<file path="config.mk">
export PLATFORM = sky130hd
export DESIGN_NAME = snax_csr_req_buffer_flat
export DESIGN_NICKNAME = d
export VERILOG_FILES = /design/src/rtl/snax_csr_buf_pkg.sv /design/src/rtl/snax_csr_req_buffer_if.sv /design/src/rtl/snax_sync_fifo.sv /design/src/rtl/snax_csr_req_buffer.sv /design/src/flat_wrapper.sv
export SDC_FILE = /design/constraint.sdc
export NUM_CORES = 1
export LEC_CHECK = 0
export BUFFER_PORTS_ARGS = -buffer_cell sky130_fd_sc_hd__buf_2
export CORE_MARGIN = 4
export CORE_UTILIZATION = 52
export DETAILED_ROUTE_END_ITERATION = 12
export PLACE_DENSITY_LB_ADDON = 0.2
export SLEW_MARGIN = 15
export SYNTH_ARGS = -nofsm -noshare
export SYNTH_HDL_FRONTEND = slang
export SYNTH_SLANG_ARGS = --single-unit
export TNS_END_PERCENT = 1
</file>
<file path="constraint.sdc">
create_clock -name clk_i -period 2.9 [get_ports clk_i]
set_clock_uncertainty 0.15 [all_clocks]
set_input_delay 0.145 -clock clk_i [delete_from_list [all_inputs] [get_ports clk_i]]
set_output_delay 0.145 -clock clk_i [all_outputs]
set_load 0.1 [all_outputs]
</file>
<file path="src/rtl/snax_csr_buf_pkg.sv">
// Shared types and default sizing for the SNAX CSR request buffer.
// csr_req_t is the request record that travels through the request FIFO.
package snax_csr_buf_pkg;

    localparam int DataWidth         = 32;
    localparam int AddrWidth         = 32;
    localparam int DefReqDepth       = 4;
    localparam int DefMaxOutstanding = 4;

    typedef struct packed {
        logic [DataWidth-1:0] data;
        logic [AddrWidth-1:0] addr;
        logic                 write;
    } csr_req_t;

endpackage

</file>
<file path="src/rtl/snax_csr_req_buffer_if.sv">
// SNAX CSR request/response port: a request channel and a read-response channel.
// Handshake: a beat transfers on a rising edge where valid && ready; once raised, valid holds and its payload stays stable until that edge.
interface snax_csr_req_buffer_if #(
    parameter int DataWidth = snax_csr_buf_pkg::DataWidth,
    parameter int AddrWidth = snax_csr_buf_pkg::AddrWidth
);

    logic [DataWidth-1:0] req_data;
    logic [AddrWidth-1:0] req_addr;
    logic                 req_write;
    logic                 req_valid;
    logic                 req_ready;
    logic [DataWidth-1:0] rsp_data;
    logic                 rsp_valid;
    logic                 rsp_ready;

    modport master (
        output req_data, req_addr, req_write, req_valid,
        input  req_ready,
        input  rsp_data, rsp_valid,
        output rsp_ready
    );

    modport slave (
        input  req_data, req_addr, req_write, req_valid,
        output req_ready,
        output rsp_data, rsp_valid,
        input  rsp_ready
    );

endinterface

</file>
<file path="src/rtl/snax_sync_fifo.sv">
// Generic synchronous FIFO: no fall-through, full/empty/count, synchronous active-high reset.
// Pointers carry one extra wrap bit so full and empty are distinguishable.
module snax_sync_fifo #(
    parameter int Width = 32,
    parameter int Depth = 4
) (
    input  logic                       clk_i,
    input  logic                       rst_i,
    input  logic                       i_push,
    input  logic [Width-1:0]           i_data,
    input  logic                       i_pop,
    output logic [Width-1:0]           o_data,
    output logic                       o_full,
    output logic                       o_empty,
    output logic [$clog2(Depth+1)-1:0] o_count
);

    localparam int IdxW = (Depth > 1) ? $clog2(Depth) : 1;
    localparam int CntW = $clog2(Depth + 1);

    logic [Width-1:0] r_mem [Depth];
    logic [IdxW:0]    r_wptr;
    logic [IdxW:0]    r_rptr;
    logic [IdxW-1:0]  w_widx;
    logic [IdxW-1:0]  w_ridx;
    logic [IdxW-1:0]  w_diff;
    logic             w_do_push;
    logic             w_do_pop;

    // Wrap at Depth-1 explicitly so a single-entry FIFO still toggles only the wrap bit.
    function automatic logic [IdxW:0] next_ptr(input logic [IdxW:0] p);
        if (p[IdxW-1:0] == IdxW'(Depth - 1)) begin
            return {~p[IdxW], {IdxW{1'b0}}};
        end
        return p + (IdxW + 1)'(1);
    endfunction

    assign w_widx    = r_wptr[IdxW-1:0];
    assign w_ridx    = r_rptr[IdxW-1:0];
    assign o_empty   = (r_wptr == r_rptr);
    assign o_full    = (r_wptr[IdxW] != r_rptr[IdxW]) && (w_widx == w_ridx);
    assign w_diff    = w_widx - w_ridx;
    assign o_count   = o_full ? CntW'(Depth) : CntW'(w_diff);
    assign o_data    = o_empty ? '0 : r_mem[w_ridx];
    assign w_do_push = i_push && !o_full;
    assign w_do_pop  = i_pop && !o_empty;

    always_ff @(posedge clk_i) begin
        if (rst_i) begin
            r_wptr <= '0;
            r_rptr <= '0;
        end else begin
            if (w_do_push) begin
                r_wptr <= next_ptr(r_wptr);
            end
            if (w_do_pop) begin
                r_rptr <= next_ptr(r_rptr);
            end
        end
    end

    always_ff @(posedge clk_i) begin
        if (w_do_push) begin
            r_mem[w_widx] <= i_data;
        end
    end

endmodule

</file>
<file path="src/rtl/snax_csr_req_buffer.sv">
// Elastic buffer between the translator's CSR port (up) and an accelerator CSR port (dn).
// Reads are issued only while a response slot is reserved for them, so the response FIFO cannot overflow.
module snax_csr_req_buffer #(
    parameter int DataWidth      = snax_csr_buf_pkg::DataWidth,
    parameter int AddrWidth      = snax_csr_buf_pkg::AddrWidth,
    parameter int ReqDepth       = snax_csr_buf_pkg::DefReqDepth,
    parameter int MaxOutstanding = snax_csr_buf_pkg::DefMaxOutstanding
) (
    input  logic                  clk_i,
    input  logic                  rst_i,
    snax_csr_req_buffer_if.slave  up,
    snax_csr_req_buffer_if.master dn,
    output logic                  busy_o,
    output logic                  err_o
);

    localparam int ReqW    = DataWidth + AddrWidth + 1;
    localparam int CredW   = $clog2(MaxOutstanding + 1);
    localparam int ReqCntW = $clog2(ReqDepth + 1);
    localparam int RspCntW = $clog2(MaxOutstanding + 1);

    logic [ReqW-1:0]    w_req_in;
    logic [ReqW-1:0]    w_req_head;
    logic               w_req_full;
    logic               w_req_empty;
    logic               w_req_push;
    logic               w_req_pop;
    logic [ReqCntW-1:0] w_req_count_unused;
    logic               w_head_write;
    logic               w_can_issue;
    logic               w_rd_issue;
    logic               w_rsp_full;
    logic               w_rsp_empty;
    logic               w_rsp_push;
    logic               w_rsp_pop;
    logic [RspCntW-1:0] w_rsp_count_unused;
    logic [CredW-1:0]   r_cred;
    logic               r_err;

    assign w_req_in      = {up.req_write, up.req_addr, up.req_data};
    assign up.req_ready  = !w_req_full;
    assign w_req_push    = up.req_valid && !w_req_full;

    snax_sync_fifo #(
        .Width (ReqW),
        .Depth (ReqDepth)
    ) u_req_fifo (
        .clk_i   (clk_i),
        .rst_i   (rst_i),
        .i_push  (w_req_push),
        .i_data  (w_req_in),
        .i_pop   (w_req_pop),
        .o_data  (w_req_head),
        .o_full  (w_req_full),
        .o_empty (w_req_empty),
        .o_count (w_req_count_unused)
    );

    // A read at the head without a credit blocks everything behind it to keep strict order.
    assign w_head_write  = w_req_head[ReqW-1];
    assign w_can_issue   = !w_req_empty && (w_head_write || (r_cred < CredW'(MaxOutstanding)));
    assign dn.req_valid  = w_can_issue;
    assign dn.req_write  = w_head_write;
    assign dn.req_addr   = w_req_head[DataWidth +: AddrWidth];
    assign dn.req_data   = w_req_head[DataWidth-1:0];
    assign w_req_pop     = w_can_issue && dn.req_ready;
    assign w_rd_issue    = w_req_pop && !w_head_write;

    // A response arriving with no read outstanding is dropped rather than queued.
    assign dn.rsp_ready  = !w_rsp_full;
    assign w_rsp_push    = dn.rsp_valid && !w_rsp_full && (r_cred != '0);
    assign up.rsp_valid  = !w_rsp_empty;
    assign w_rsp_pop     = !w_rsp_empty && up.rsp_ready;

    snax_sync_fifo #(
        .Width (DataWidth),
        .Depth (MaxOutstanding)
    ) u_rsp_fifo (
        .clk_i   (clk_i),
        .rst_i   (rst_i),
        .i_push  (w_rsp_push),
        .i_data  (dn.rsp_data),
        .i_pop   (w_rsp_pop),
        .o_data  (up.rsp_data),
        .o_full  (w_rsp_full),
        .o_empty (w_rsp_empty),
        .o_count (w_rsp_count_unused)
    );

    always_ff @(posedge clk_i) begin
        if (rst_i) begin
            r_cred <= '0;
            r_err  <= 1'b0;
        end else begin
            if (w_rd_issue && !w_rsp_pop) begin
                r_cred <= r_cred + CredW'(1);
            end else if (!w_rd_issue && w_rsp_pop) begin
                r_cred <= r_cred - CredW'(1);
            end
            if (dn.rsp_valid && (r_cred == '0)) begin
                r_err <= 1'b1;
            end
        end
    end

    assign busy_o = !w_req_empty || (r_cred != '0);
    assign err_o  = r_err;

endmodule

</file>
<file path="src/flat_wrapper.sv">
// flat-port wrapper written by rule: the top's interface ports become plain ports
module snax_csr_req_buffer_flat 
#(
    parameter int DataWidth      = snax_csr_buf_pkg::DataWidth,
    parameter int AddrWidth      = snax_csr_buf_pkg::AddrWidth,
    parameter int ReqDepth       = snax_csr_buf_pkg::DefReqDepth,
    parameter int MaxOutstanding = snax_csr_buf_pkg::DefMaxOutstanding
)
  (clk_i, rst_i, busy_o, err_o, up_req_data, up_req_addr, up_req_write, up_req_valid, up_req_ready, up_rsp_data, up_rsp_valid, up_rsp_ready, dn_req_data, dn_req_addr, dn_req_write, dn_req_valid, dn_req_ready, dn_rsp_data, dn_rsp_valid, dn_rsp_ready);
  snax_csr_req_buffer_if #(.DataWidth(DataWidth), .AddrWidth(AddrWidth)) up_i ();
  snax_csr_req_buffer_if #(.DataWidth(DataWidth), .AddrWidth(AddrWidth)) dn_i ();
  input  logic clk_i;
  input  logic rst_i;
  output logic busy_o;
  output logic err_o;
  input wire logic [$bits(up_i.req_data)-1:0] up_req_data;
  input wire logic [$bits(up_i.req_addr)-1:0] up_req_addr;
  input wire logic [$bits(up_i.req_write)-1:0] up_req_write;
  input wire logic [$bits(up_i.req_valid)-1:0] up_req_valid;
  output wire logic [$bits(up_i.req_ready)-1:0] up_req_ready;
  output wire logic [$bits(up_i.rsp_data)-1:0] up_rsp_data;
  output wire logic [$bits(up_i.rsp_valid)-1:0] up_rsp_valid;
  input wire logic [$bits(up_i.rsp_ready)-1:0] up_rsp_ready;
  output wire logic [$bits(dn_i.req_data)-1:0] dn_req_data;
  output wire logic [$bits(dn_i.req_addr)-1:0] dn_req_addr;
  output wire logic [$bits(dn_i.req_write)-1:0] dn_req_write;
  output wire logic [$bits(dn_i.req_valid)-1:0] dn_req_valid;
  input wire logic [$bits(dn_i.req_ready)-1:0] dn_req_ready;
  input wire logic [$bits(dn_i.rsp_data)-1:0] dn_rsp_data;
  input wire logic [$bits(dn_i.rsp_valid)-1:0] dn_rsp_valid;
  output wire logic [$bits(dn_i.rsp_ready)-1:0] dn_rsp_ready;
  assign up_i.req_data = up_req_data;
  assign up_i.req_addr = up_req_addr;
  assign up_i.req_write = up_req_write;
  assign up_i.req_valid = up_req_valid;
  assign up_req_ready = up_i.req_ready;
  assign up_rsp_data = up_i.rsp_data;
  assign up_rsp_valid = up_i.rsp_valid;
  assign up_i.rsp_ready = up_rsp_ready;
  assign dn_req_data = dn_i.req_data;
  assign dn_req_addr = dn_i.req_addr;
  assign dn_req_write = dn_i.req_write;
  assign dn_req_valid = dn_i.req_valid;
  assign dn_i.req_ready = dn_req_ready;
  assign dn_i.rsp_data = dn_rsp_data;
  assign dn_i.rsp_valid = dn_rsp_valid;
  assign dn_rsp_ready = dn_i.rsp_ready;
  snax_csr_req_buffer #(.DataWidth(DataWidth), .AddrWidth(AddrWidth), .ReqDepth(ReqDepth), .MaxOutstanding(MaxOutstanding)) u_core (.clk_i(clk_i), .rst_i(rst_i), .up(up_i), .dn(dn_i), .busy_o(busy_o), .err_o(err_o));
endmodule
</file>
==> impl_summary.md, run 1 <==
Run status
The run finished with clean final reports.

Setup path
Across all register-to-register paths, the minimum setup slack is between 150 and 200 ps. The data arrival time of the critical path is 2430 ps. In this design, the stage delay of the slowest critical-path cell is slightly below 600 ps.

Following the worst setup path forward leads to its endpoint at dn_req_addr[6]. The buffering stage count on the worst path with inverters included is 2. On the critical path the largest part of the delay comes from buffers and inverters. Among all stages on the critical path, the largest delay is contributed by sky130_fd_sc_hd__mux4_2.

The depth of the most critical reg-to-reg path is 8. The classification of the worst setup path is reg -> out. The element type at the critical path end is a primary output. The required time at the worst-slack endpoint is ~2600 ps. STA classifies the critical path startpoint as a register. Of all nets on the critical path, the largest fanout is 64. The capture point of the worst reg-to-reg path is u_core.r_cred[2].

The critical path depth is 4. The critical path goes through buf_12 > mux4_2 > and2_1 > buf_2.

Logic synthesis
After Yosys synthesis, and, or, nand and nor cells account for roughly 5.5% of the synthesized area. The total nets after synthesis is 846. The share of synthesized cell area in full adder, half adder and majority cells is 1.003%. After technology mapping, the gate count stands at approximately 730. The dominant combinational cell family by area after synthesis is multiplexers. In the post-synthesis netlist, the biggest area contributors are sky130_fd_sc_hd__edfxtp_1, sky130_fd_sc_hd__mux4_2, sky130_fd_sc_hd__and2_1, sky130_fd_sc_hd__dfxtp_1, sky130_fd_sc_hd__nor2b_1. The netlist area before placement is 15,710 µm². The share of the Yosys chip area taken by registers is between 70% and 80%. Yosys printed 0 warnings. The count of state elements after synthesis is between 400 and 500. In this run the mean area of a mapped cell was between 20 and 25 µm². For this run, asynchronously set or reset flops after synthesis account for 0%. The multiplexer area fraction after synthesis is 14.51%. Summed over its instances, the top area cell type makes up about three quarters of the synthesized netlist area.

The fraction of synthesized cell area in xor and xnor cells is 0.5575%. Counting flops with a built-in enable in the synthesized netlist gives about 390. Summing the areas of all compound-gate instances in the mapped netlist gives less than 1% of the synthesized area. The count of unique library cells instantiated by Yosys is 35.

The primary flip-flop cell chosen by synthesis mapping is sky130_fd_sc_hd__edfxtp_1. The synthesized design spends more area on one cell type than any other, namely sky130_fd_sc_hd__edfxtp_1.

Power and ir drop
The worst vdd rail ir drop is between 0.0009 and 0.001 V. Per report_power, the clock group accounts for around 24% of the total. In this run the static leakage power is slightly above 0.007 µW. The total power of the final layout is a little over 20,000 µW. Registers are responsible for 34.0% of the overall power.

The net switching power of the design is 8585 µW. In this run switching power makes up 41.35% of total power. The internal power consumption is 12,180 µW.

The power density over the cells is roughly 1000 nW/µm². The share of total power dissipated in combinational logic is 41.7%.

Clocking
The clock latency reported for the late side of the worst-skew pair is ~530 ps. The clock passes through at most 3 buffers. Counting every sink on the clock net gives about 410. The H-tree level count is 2. The number of buffers inserted by post-CTS setup repair is 0.

The root buffer cell is sky130_fd_sc_hd__clkbuf_16. Clock tree synthesis inserted a total of 43 buffers. Clock-pin slew was measured on the worst setup and hold paths at ~60 ps. TritonCTS built the clock tree.

Die
The number of placement rows is 63. The total area inside the core boundary comes to 29,720 µm². The die outline height is between 150 and 200 µm.

Measured along the x axis, the die boundary spans 181.8 µm. The total die area is about 33,000 µm². The top-level port count is a little over 200. The effective utilization at floorplan is around 53%.

Timing
The number of hold violations in the final report is 0. The relative slew slack is between 50% and 60%. The final max-slew violation count is 0. The minimum clock period after layout is ~2700 ps. For this run, the top clock speed supported by timing is approximately 0.37 GHz. The share of the cycle needed by the critical path after routing is between 90% and 100%.

The final number of setup-violating endpoints is 0. Setup repair after global routing left no endpoint under its margin. The transition at the pin with the smallest max-transition slack is between 600 and 700 ps.

Routing
The pre-antenna-repair detailed-routing pass consisted of 5 iterations. The number of design rule violations left after detail routing is 0. The routed length per instance is ~20 µm. The routed layout has about 8.0k vias. In this run the remaining antenna-violating nets after routing total 0. After the first detailed-routing iteration, the DRC count stood at approximately 450. Using the TritonRoute via totals, the vias-per-cell ratio works out to about 5.3. The wire length reported by the detailed router is around 30,000 µm.

Global routing
The initial antenna violation count was 2. The combined global-route utilization of all metal layers is 18.76%. The total overflow left after global routing is 0.

The first global-routing pass estimated 48,760 µm of wire. The maximum number of pins on one net before global-route repair is between 60 and 70. The met2 capacity usage during global routing is around a third. The number of global-route vias before repair is roughly 8.7k.

The global routing met1 resource utilization is 23.81%. The busiest layer in global routing is met2. The routing usage on met3 is between 5 and 6%.

Hold path
The min-delay analysis places its worst path in the category in -> reg.

Finish
In the final design database the tool counted around 1.2k nets. The most common cell after layout, fill and taps aside is sky130_fd_sc_hd__edfxtp_1. The library cells used most frequently in the layout, excluding fill and tap cells, are sky130_fd_sc_hd__edfxtp_1, sky130_fd_sc_hd__buf_2, sky130_fd_sc_hd__dlygate4sd3_1. The share of post-route cells with drive strength above 1 is between 30% and 40%. The share of the core filled with cells in the final layout is roughly 68%.

The area growth from synthesis to layout is 28.51%.

Place
The final weighted congestion of routability-driven global placement is roughly 0.71. The HPWL after detailed placement is approximately 18,000 µm. The count of buffers from port buffering is about 200.

Run
The number of max-cap violations is 0.
synth_stat cells (2+ instances only):
cell type,instances
sky130_fd_sc_hd__a21oi_1,2
sky130_fd_sc_hd__nand2_1,2
sky130_fd_sc_hd__xnor2_1,3
sky130_fd_sc_hd__nor2b_1,33
sky130_fd_sc_hd__nor2_1,17
sky130_fd_sc_hd__buf_4,6
sky130_fd_sc_hd__nor3_1,3
sky130_fd_sc_hd__ha_1,11
sky130_fd_sc_hd__edfxtp_1,388
sky130_fd_sc_hd__mux2i_1,8
sky130_fd_sc_hd__or3_1,3
sky130_fd_sc_hd__mux4_2,97
sky130_fd_sc_hd__nand3_1,3
sky130_fd_sc_hd__o21ai_1,2
sky130_fd_sc_hd__nand2b_1,5
sky130_fd_sc_hd__clkbuf_1,15
sky130_fd_sc_hd__buf_2,11
sky130_fd_sc_hd__dfxtp_1,20
sky130_fd_sc_hd__xor2_1,7
sky130_fd_sc_hd__and2_1,74
sky130_fd_sc_hd__inv_1,7
per-layer routing:
metal	routed length (µm)	vias up
met4	540	0
li1	-	3639
met1	11870	4019
met2	15440	259
met3	2504	42
met5	0	-
worst reg2reg max path: cells and delay by family (launching register included):
family | cells | cell delay (ps)
xor+xnor | 1 | 180
mux | 1 | 530
simple gates | 2 | 600
fa+ha+maj | 2 | 610
compound gates | 1 | 130
buf+inv | 1 | 60
flops | 1 | 360
cells by family after synthesis:
family          count (synthesis)
buf+inv                        40
mux                           106
xor+xnor                       10
flops                         408
simple gates                  144
fa+ha+maj                      12
compound gates                 11
how the worst min path moves through the flow:
| stage | from | to | slack (ps) | cells after the start |
|---|---|---|---|---|
| after floorplan | up_req_data[0] | u_core.u_req_fifo.r_mem[0][0] | 90 | 0 |
| after global placement | up_req_addr[27] | u_core.u_req_fifo.r_mem[2][59] | 210 | 1 |
| after detailed placement | up_req_data[13] | u_core.u_req_fifo.r_mem[2][13] | 210 | 1 |
| after CTS | up_req_addr[8] | u_core.u_req_fifo.r_mem[2][40] | 190 | 2 |
| after global routing | up_req_addr[25] | u_core.u_req_fifo.r_mem[1][57] | 210 | 2 |
| final | up_req_addr[8] | u_core.u_req_fifo.r_mem[2][40] | 220 | 2 |
through the flow:
| step | TNS, ps | hold WS [ps] | cell area [µm²] | setup WS [ps] | std cells |
|---|---|---|---|---|---|
| after detailed placement | 0 | 211.6 | 17830 | 226.8 | 1315 |
| after CTS | 0 | 194.5 | 20190 | 118.7 | 1496 |
| final | 0 | 217.0 | 20190 | 178.0 | 1498 |
| after floorplan | -29140 | 93.87 | 15710 | -149.4 | 731 |
| after global placement | 0 | 209.0 | 17830 | 264.7 | 1315 |
| after global routing | 0 | 212.5 | 20190 | 7.045 | 1498 |
sequential cells by signal, indices dropped and copies added (netlist names), named ones only:
signal,flops
u_core.u_req_fifo.r_mem,260
u_core.u_rsp_fifo.r_mem,128
u_core.r_cred,3
u_core.u_req_fifo.r_rptr,3
u_core.u_req_fifo.r_wptr,3
u_core.u_rsp_fifo.r_rptr,3
u_core.u_rsp_fifo.r_wptr,3
u_core.err_o,1
timing repair:
| action | in CTS | in global routing |
|---|---|---|
| gates resized for setup | 1 | 0 |
| endpoints found under the setup margin | 7 | 0 |
| hold buffers | 104 | 0 |
| endpoints found under the hold margin | 408 | 0 |
power by group through the flow:
stage	registers [µW]	logic (µW)	clock network, µW
final	7060	8660	5040
after global routing	7090	9050	5490
after CTS	7070	8770	5180
after detailed placement	7190	8630	0
after global placement	7170	8600	0
after floorplan	7180	6670	0
final cells by class:
| class | count | area, µm² |
|---|---|---|
| Clock inverter | 24 | 173.9 |
| Inverter | 7 | 26.28 |
| Fill cell | 1892 | 9527 |
| Tap cell | 390 | 488.0 |
| Timing Repair Buffer | 331 | 2809 |
| Sequential cell | 408 | 12060 |
| Clock buffer | 53 | 1135 |
| Antenna cell | 2 | 5.005 |
| Multi-Input combinational cell | 283 | 3493 |
Note: power is estimated with default switching activity, not from simulation.
==> run 2, diff against run 1 <==
--- a/config.mk
+++ b/config.mk
@@ -6,9 +6,11 @@
 export NUM_CORES = 1
 export LEC_CHECK = 0
 export BUFFER_PORTS_ARGS = -buffer_cell sky130_fd_sc_hd__buf_2
+export CORE_ASPECT_RATIO = 0.6
 export CORE_MARGIN = 4
 export CORE_UTILIZATION = 52
 export DETAILED_ROUTE_END_ITERATION = 12
+export GPL_ROUTABILITY_DRIVEN = 0
 export PLACE_DENSITY_LB_ADDON = 0.2
 export SLEW_MARGIN = 15
 export SYNTH_ARGS = -nofsm -noshare
==> impl_summary.md, run 2 (synthesized netlist as in run 1, its figures left out) <==
Setup path
The largest fanout on the critical path is 68 (+6.3%). The classification of the worst setup path is reg -> out. The delay of the slowest critical-path stage is 450 ps (-130 ps). The critical path depth was 5 (+1).

The buffering stage count on the worst path with inverters included came to 2 (unchanged). The required time at the worst-slack endpoint is 2610 ps (about the same). The capture point of the worst reg-to-reg path is u_core.r_cred[2].

The kind of cell adding the most delay to the critical path is buffers and inverters. The critical path goes through xor2_1 > nand3b_1 > buf_12 > and2_1 > buf_2. The depth of the most critical reg-to-reg path was 8 (unchanged). The worst setup path is launched from a register. The worst reg-to-reg setup slack is 240 ps (+50 ps). The slowest stage of the critical path is the sky130_fd_sc_hd__buf_2 cell. The worst setup path is captured at a primary output. The data arrival time of the critical path is 2430 ps (about the same).

Place
The half-perimeter wire length after detailed placement came to 18,130 µm (about the same). The count of buffers from port buffering is 205 (unchanged).

Finish
The share of post-route cells with drive strength above 1 is 35.64% (-0.34 points). The area growth from synthesis to layout is 26.50%. The largest registers in the layout are u_core.u_req_fifo.r_mem (260), u_core.u_rsp_fifo.r_mem (128). The number of antenna repair diodes is 0 (-2).

In the layout the commonest cells are sky130_fd_sc_hd__edfxtp_1, sky130_fd_sc_hd__buf_2, sky130_fd_sc_hd__dlygate4sd3_1. The final-layout fill cell count is 1,961 (+3.6%). Counting flops per register, the top entry is u_core.u_req_fifo.r_mem.

The library cell used most frequently in the layout, excluding fill and tap cells, is sky130_fd_sc_hd__edfxtp_1. The flip-flop count of the largest register, all copies and words added is 260 (unchanged). The layout net count is 1,183 (-0.50%).

Routing
The vias after detailed routing was 7,910 (-0.62%). The routed length per instance is 20.38 µm (+0.59%). The wire length reported by the detailed router is 30,510 µm (+0.53%). The routed via count divided by cell count is 5.284 (-0.55%). The first-pass iteration count of the detailed router is 6 (+1). The count of antenna-violating nets left after detailed routing came to 0 (unchanged). The starting DRC count in detailed routing came to 471 (+5.8%). The number of design rule violations left after detail routing is 0 (unchanged).

Die
The area of the core is 29,250 µm² (-1.6%). The die outline height was 142.6 µm (-22%). The effective utilization at floorplan was 53.72% (+0.85 points). The horizontal die dimension came to 232.4 µm (+28%).

The top-level port count came to 206 (unchanged). The total die area is 33,150 µm² (+0.28%). The number of placement rows is 48 (-24%).

Timing
The number of hold violations in the final report is 0 (unchanged). The transition at the pin with the smallest max-transition slack was 693.6 ps (+21.82 ps). The minimum clock period after layout came to 2728 ps (+6.419 ps). The final number of setup-violating endpoints is 0 (unchanged). The share of the cycle needed by the critical path after routing is 94.08% (+0.22 points). The relative slew slack is 53.76% (-1.5 points). The setup TNS is 0 ps (unchanged).

The top achievable clock speed was 0.3665 GHz (-0.24%). The final max-slew violation count is 0 (unchanged). Setup repair after global routing left no endpoint under its margin.

Hold path
The path with the worst hold slack has its endpoint at u_core.u_req_fifo.r_mem[3][32]. The class of the tightest hold or removal check is in -> reg. The cell count of the worst hold path is 2 (unchanged). The startpoint of the worst hold path is up_req_addr[0].

Global routing
The total congestion overflow was 0 (unchanged). The initial antenna violation count is 1 (-1). The number of global-route vias before repair was 8,518 (-2.2%). The combined global-route utilization of all metal layers is 19.01% (+0.25 points). The maximum number of pins on one net before global-route repair is 69 (+6.2%).

The global-route wire length before repair is 49,010 µm (+0.51%).

Run
The number of max-cap violations was 0 (unchanged).

Run status
The flow ran to the end, and the final reports show no timing, DRC or antenna violations.

Power and ir drop
The total power of the final layout is 20,310 µW (-2.2%). The static leakage is 0.006960 µW (-1.4%). The power density over the cells is 1022 nW/µm² (-0.62%).

The worst vdd rail ir drop is 0.0007586 V (-20%).

Clocking
TritonCTS built the clock tree. The total number of clock tree sinks is 408 (unchanged). In this run the clock root is driven by a sky130_fd_sc_hd__clkbuf_16. The largest buffer count on any clock path is 3 (unchanged).

The H-tree level count is 2 (unchanged). The clock-pin slew reported for the worst setup and hold paths after clock tree synthesis is 60 ps (about the same). The number of clock buffers inserted by TritonCTS is 38 (-12%).

The clock latency reported for the late side of the worst-skew pair was 520 ps (about the same).
## run 2: cell count changes in the layout (fill, tap and decap cells not counted), sizes merged
cell / before / now
buf: 227 / 226
bufinv: 2 / 3
clkbuf: 53 / 48
clkinv: 20 / 16
diode: 2 / 0
## run 2: worst max path at each step
stage / end / slack [ps] / from
after floorplan: u_core.u_req_fifo.r_mem[1][0] / -150 / u_core.u_req_fifo.r_wptr[0]
after global placement: u_core.r_cred[2] / 240 / register
after detailed placement: u_core.r_cred[2] / 190 / register
after CTS: dn_req_addr[14] / 100 / register
after global routing: dn_req_addr[14] / 10 / u_core.u_req_fifo.r_wptr[2]
final: dn_req_addr[14] / 170 / u_core.u_req_fifo.r_rptr[2]
## run 2: final cells by class
type	instances	area, µm²	share of cell area (%)
clock buffers	48	1052	5.295
repair buffers	330	2566	12.91
inverters	7	26.28	0.1322
flip-flops and latches	408	12060	60.67
multi-input cells	283	3495	17.58
well taps	400	500.5	2.518
clock inverters	21	176.4	0.8877
## run 2: layer usage
layer	global-route usage, %	vias up	wire length [µm]
met5	0	-	13
met3	3.987	38	1776
met4	3.614	2	358
met2	30.16	191	14660
li1	-	3624	-
met1	28.20	4055	13710
## run 2: repair_timing
action / in CTS / in global routing
gates resized for setup: 1 / 2
hold buffers: 104 / 0
endpoints found under the hold margin: 408 / 0
setup endpoints to repair: 19 / 2
buffers inserted: 0 / 0
## run 2: report_power, final
| part | leakage (µW) | internal, µW | switching, µW |
|---|---|---|---|
| combinational | 0.00265 | 2040 | 6300 |
| sequential | 0.00371 | 6920 | 170 |
| clock | 0.000604 | 2840 | 2040 |
| total | 0.00696 | 11800 | 8510 |
## run 2: through the flow
stage / utilization [%] / instance area, µm² / hold slack, ps / setup WS [ps] / cells
finish: 67.95 / 19870 / 213.3 / 171.6 / 1497
CTS: 67.90 / 19860 / 192.4 / 95.23 / 1497
detailed placement: 60.13 / 17590 / 215.3 / 187.0 / 1324
floorplan: - / 15710 / 93.87 / -149.4 / 731
global route: 67.95 / 19870 / 218.7 / 12.66 / 1497
global placement: 60.13 / 17590 / 211.2 / 244.9 / 1324
